<file path="config.mk">
export PLATFORM = sky130hd
export DESIGN_NAME = reg_bank_wb
export DESIGN_NICKNAME = d
export VERILOG_FILES = /design/src/rtl/reg_bank_wb.sv
export SDC_FILE = /design/constraint.sdc
export NUM_CORES = 2
export LEC_CHECK = 0
export CAP_MARGIN = 15
export CORE_MARGIN = 5
export CORE_UTILIZATION = 40
export DETAILED_ROUTE_END_ITERATION = 12
export MAX_ROUTING_LAYER = met4
export PLACE_DENSITY = 0.65
export SLEW_MARGIN = 20
export SYNTH_ARGS = -nofsm -noshare
export SYNTH_HDL_FRONTEND = slang
export SYNTH_SLANG_ARGS = --single-unit
</file>
<file path="constraint.sdc">
create_clock -name clk -period 3.6 [get_ports clk]
set_clock_uncertainty 0.2 [all_clocks]
set_input_delay 0.54 -clock clk [delete_from_list [all_inputs] [get_ports clk]]
set_output_delay 0.54 -clock clk [all_outputs]
set_load 0.02 [all_outputs]
</file>
<file path="src/rtl/reg_bank_wb.sv">
// reg_bank_wb: 32-entry write-back register bank with two combinational read
// ports and a sequential dump engine streaming every register over valid/ready.
// Optional build macro: WB_BYPASS_EN enables write-first forwarding on both read
// ports and on dump_data. Without it, a read during a write returns the old value.
// Dump FSM state is observable as {dump_busy, dump_valid, dump_done}:
//   IDLE = 000, SCAN = 110, DONE = 101.
module reg_bank_wb #(
  parameter int               DATA_W   = 32,
  parameter int               SP_INDEX = 29,
  parameter logic [DATA_W-1:0] SP_RESET = 227
) (
  input  logic              clk,
  input  logic              reset,
  input  logic              wr_en,
  input  logic [4:0]        wr_addr,
  input  logic [DATA_W-1:0] wr_data,
  input  logic [4:0]        rd_addr1,
  input  logic [4:0]        rd_addr2,
  output logic [DATA_W-1:0] rd_data1,
  output logic [DATA_W-1:0] rd_data2,
  input  logic              dump_start,
  input  logic              dump_ready,
  output logic              dump_valid,
  output logic [4:0]        dump_idx,
  output logic [DATA_W-1:0] dump_data,
  output logic              dump_busy,
  output logic              dump_done
);

  // Handshake: a dump beat transfers on any rising edge where dump_valid and
  // dump_ready are both 1. While dump_valid=1 and dump_ready=0 the beat index
  // is held stable; dump_data tracks the live register contents of that index.

  typedef enum logic [1:0] {
    IDLE = 2'd0,
    SCAN = 2'd1,
    DONE = 2'd2
  } dump_state_t;

  logic [DATA_W-1:0] regs [32];
  dump_state_t       state_q, state_d;
  logic [4:0]        idx_q, idx_d;
  logic              wr_live;

  // Writes to index 0 are dropped, so regs[0] is held at zero forever.
  assign wr_live = wr_en && (wr_addr != 5'd0);

  // Register array: reset to zero except the stack pointer; single write port.
  always_ff @(posedge clk) begin
    if (reset) begin
      for (int i = 0; i < 32; i++) begin
        regs[i] <= (i == SP_INDEX) ? SP_RESET : '0;
      end
    end else if (wr_live) begin
      regs[wr_addr] <= wr_data;
    end
  end

  // Read ports and dump data, optionally forwarding the in-flight write.
  always_comb begin
    rd_data1  = regs[rd_addr1];
    rd_data2  = regs[rd_addr2];
    dump_data = regs[idx_q];
`ifdef WB_BYPASS_EN
    if (wr_live && (wr_addr == rd_addr1)) rd_data1  = wr_data;
    if (wr_live && (wr_addr == rd_addr2)) rd_data2  = wr_data;
    if (wr_live && (wr_addr == idx_q))    dump_data = wr_data;
`endif
  end

  // Dump FSM state and beat index registers.
  always_ff @(posedge clk) begin
    if (reset) begin
      state_q <= IDLE;
      idx_q   <= 5'd0;
    end else begin
      state_q <= state_d;
      idx_q   <= idx_d;
    end
  end

  // Dump FSM next-state and outputs.
  always_comb begin
    state_d    = state_q;
    idx_d      = idx_q;
    dump_valid = 1'b0;
    dump_busy  = 1'b0;
    dump_done  = 1'b0;
    case (state_q)
      IDLE: begin
        if (dump_start) begin
          state_d = SCAN;
          idx_d   = 5'd0;
        end
      end
      SCAN: begin
        dump_valid = 1'b1;
        dump_busy  = 1'b1;
        if (dump_ready) begin
          if (idx_q == 5'd31) begin
            state_d = DONE;
          end else begin
            idx_d = idx_q + 5'd1;
          end
        end
      end
      DONE: begin
        dump_done = 1'b1;
        dump_busy = 1'b1;
        state_d   = IDLE;
        idx_d     = 5'd0;
      end
      default: begin
        state_d = IDLE;
        idx_d   = 5'd0;
      end
    endcase
  end

  assign dump_idx = idx_q;

endmodule

</file>
==> results.py <==
metrics = {
    "clock_network": {
        "cts.sinks": 1036,
        "clock_tree.buffer_depth": 3,
        "tritoncts.num_buffers": 111,
        "number_of_hold_buffers_added_after_cts": 0,
        "cts-root-buf": "clkbuf_16",
        "clk_pin_slew_ns": 0.06,
        "ctsHtreeMaxLevel": 3,
        "clock_tree_from_tritoncts": "done",
        "clk_latency_worst_skew_pair_ns": 0.76,
    },
    "setup_path": {
        "crit_path_cell_trace": "buf_12 -> buf_16 -> buf_4 -> mux2i_1 -> a22o_1 -> nor3_1 -> a31oi_2 -> nand3_1 -> clkdlybuf4s15_2",
        "worst_setup_path_end_kind": "output pin",
        "path_delay_family": "buffers and inverters",
        "critical-path-slowest-cell": "nor3_1",
        "cp-start-kind": "register",
        "worst_path_largest_cell_delay_ns": 0.38,
        "path_max_fanout": 8,
        "critical_path_required_ns": 2.86,
        "ff2ff_setup_slack_ns": 1.26,
        "count_of_buffer_and_inverter_cells_on_the_critical_path": 4,
        "criticalPathCategory": "register to output pin",
        "worst_ep_arrival_time_ns": 2.91,
    },
    "floorplan": {
        "initial_utilization_pct": 40.2,
        "die-area_um2": 171000,
        "coreArea_um2": 162000,
        "die_w_um": 414,
        "top_level_ports": 156,
        "die_height_um": 414,
        "std_cell_rows": 148,
    },
    "sta": {
        "drv_slew": 0,
        "rsz0062_at_grt": "yes",
        "timing.slew.headroom_pct": 26.3,
        "finalHoldWorstSlack_ns": 0.260,
        "layout_worst_path_cycle_share_pct": 102,
        "fmax_mhz": 274,
        "fin_tns_setup_ns": -0.175,
        "finalCriticalPeriod_ns": 3.65,
        "hold_viol_final": 0,
        "finalSetupViolations": 6,
        "max_slew.worst_pin.slew_ns": 1.10,
        "timing.final.ws_setup_ns": -0.0541,
    },
    "yosys": {
        "synth_top_flop_cell": "edfxtp_1",
        "syn_avg_cell_area_um2": 11.2,
        "asyncSetResetFlopFracSynth_pct": 0,
        "synth.area.top_cells": "edfxtp_1, mux2i_1, and2_1, a22oi_1, a22o_1",
        "synthDominantAreaCellType": "edfxtp_1",
        "synthesis.area_um2": 65300,
        "ys_seq_area_share_pct": 47.5,
        "yosys.cell_count.top_type": "mux2i_1",
        "synth.lib_cells_used.distinct": 38,
        "yosys_warnings": 0,
        "postSynthRegisterBits": 1036,
        "synth_top_cell_area_share_pct": 47.1,
        "synth.cells.most_frequent": "mux2i_1, edfxtp_1, and2_1, nand2_1",
        "synth-edff-count": 1024,
        "post_syn_instances": 5814,
    },
    "power_and_ir_drop": {
        "total_leakage_power_nw": 29.4,
        "netSwitchingPower_mw": 8.85,
        "design_power_total_mw": 31.8,
        "cellInternalPower_mw": 22.9,
        "swShare_pct": 27.9,
        "power.density_nw_per_um2": 408,
        "combinationalPowerShare_pct": 16.2,
        "power.clock.fraction_pct": 38.2,
        "irDropWorstVdd_mv": 0.394,
        "power.share.sequential_pct": 45.6,
    },
    "hold_path": {
        "class_of_the_most_critical_hold_timing_path": "primary input to register",
    },
    "placed_design": {
        "placement.setup.worst_slack_ns": -0.331,
        "globalplace.congestion": 0.939,
        "place.port_buffers": 155,
        "place_hpwl_um": 160000,
        "dp_cells": 8047,
        "detailed_place.area_um2": 72000,
    },
    "finish": {
        "area_taken_by_multi_input_logic_gates_um2": 32200,
        "design_area_um2": 77900,
        "fin_util_pct": 48.0,
        "area_growth_pct": 19.4,
        "instances_no_fill": 8373,
        "drive_gt1_share_pct": 15.1,
        "ff_latch_area_um2": 31000,
        "nFillCells": 14319,
        "final_net_count": 6129,
    },
    "route": {
        "routed_wire_length_per_instance_um": 32.1,
        "drt-total-wl_um": 269000,
        "via_per_instance_ratio": 6.34,
        "postRouteAntennaNets": 0,
        "routed-via-count": 53066,
        "detail_route.first_pass.iterations": 6,
        "post-route-drc-count": 0,
        "drt_first_iter_violations": 7896,
    },
    "global_route": {
        "wire_length_of_the_first_global_routing_pass_um": 377000,
        "initial_antenna_violation_count": 27,
        "global_route.overflow_total": 0,
        "grt_usage_pct": 31.3,
        "grt_start_max_net_pins": 58,
        "first_global_vias": 51768,
    },
    "outcome": {
        "failing_checks": "setup timing",
        "outcome": "finished with violations",
    },
    "job": {
        "max-cap-violations": 0,
    },
}
power by group through the flow:
stage	Combinational, mW	Sequential, mW	Clock [mW]
2_1_floorplan	2.74	14.5	0
3_3_place_gp	4.88	14.6	0
3_5_place_dp	4.90	14.7	0
4_1_cts	5.01	14.4	12.1
5_1_grt	5.31	14.5	12.6
6_report	5.15	14.5	12.1
worst paths after layout:
| path | from | end | depth (start not counted) |
|---|---|---|---|
| hold / removal | dump_start | state_q[0]$_SDFFE_PP0P_ | 3 |
| hold reg to reg | state_q[1]$_SDFFE_PP0P_ | state_q[1]$_SDFFE_PP0P_ | 2 |
| setup / recovery | register | dump_data[31] | 9 |
| setup reg to reg | dump_idx[0]$_SDFFE_PP0P_ | register | 7 |
final cells by class:
type                       instances  share of cell area (%)
tap                             2175                    3.49
antenna                           32                   0.103
sequential                      1036                    39.8
multi-input combinational       4234                    41.3
clock buffer                     140                    3.85
timing repair buffer             687                    10.5
clock inverter                    67                   0.946
inverter                           2                 0.00964
logic make-up (layout without fill, tap and decap cells):
logic type | Yosys count | in the layout | share of synthesized area, %
AO/OA/AOI/OAI | 869 | 869 | 9.07
XOR/XNOR | 3 | 3 | 0.0403
adder cells (fa/ha/maj) | 5 | 5 | 0.0959
buffers and inverters | 575 | 896 | 4.46
flip-flops | 1036 | 1036 | 47.5
multiplexers | 1538 | 1538 | 23.6
other | 1 | 64 | 0.00575
AND/OR/NAND/NOR | 1787 | 1787 | 15.3
registers in the layout (all words and copies together), names as in the netlist, named ones only:
signal,flops
regs,1024
dump_idx,5
state_q,2
worst register-to-register path, cell delays in order (launching register included):
cell,delay [ns]
dfxtp_1,0.34
ha_1,0.22
and3_1,0.19
ha_1,0.20
nor3b_2,0.38
mux2_2,0.39
a22oi_1,0.22
nor2_1,0.07
timing repair:
action | CTS | global route
gates cloned | 18 | 4
pin swaps | 44 | 23
setup endpoints to repair | 94 | 46
gates resized for setup | 304 | 50
setup buffers | 56 | 15
per-layer routing:
metal  vias up  routed length (um)  track usage, %
met5         -                   0               -
met3       877               32600            8.04
met4         0               19000            19.1
met1     26151              102000            39.6
met2      3932              116000            45.0
li1      22106                   -               -
placed cells by master, fill, tap and decap left out, types with 6 or more instances in the layout:
| cell type | count |
|---|---|
| buf_6 | 43 |
| dfxtp_1 | 9 |
| buf_8 | 8 |
| buf_4 | 334 |
| nand2_1 | 293 |
| nor2b_4 | 6 |
| clkinv_1 | 26 |
| mux2i_1 | 1528 |
| diode_2 | 32 |
| bufinv_16 | 16 |
| nor3_2 | 22 |
| nand2b_2 | 6 |
| clkbuf_8 | 7 |
| nor2_1 | 15 |
| mux2i_2 | 7 |
| nor3_1 | 73 |
| clkinv_2 | 18 |
| conb_1 | 32 |
| bufbuf_16 | 11 |
| buf_12 | 156 |
| or2_2 | 34 |
| a31oi_1 | 70 |
| clkbuf_16 | 116 |
| nor2_4 | 34 |
| and2_1 | 987 |
| a22o_1 | 192 |
| or3_1 | 7 |
| buf_16 | 16 |
| clkbuf_1 | 20 |
| edfxtp_1 | 1024 |
| nand3_2 | 20 |
| a21oi_1 | 288 |
| a31oi_2 | 22 |
| clkdlybuf4s50_1 | 56 |
| nand3_1 | 270 |
| a22oi_1 | 287 |
| buf_2 | 13 |
| dlygate4sd2_1 | 38 |
No activity file was read; power rests on OpenSTA's default activity.
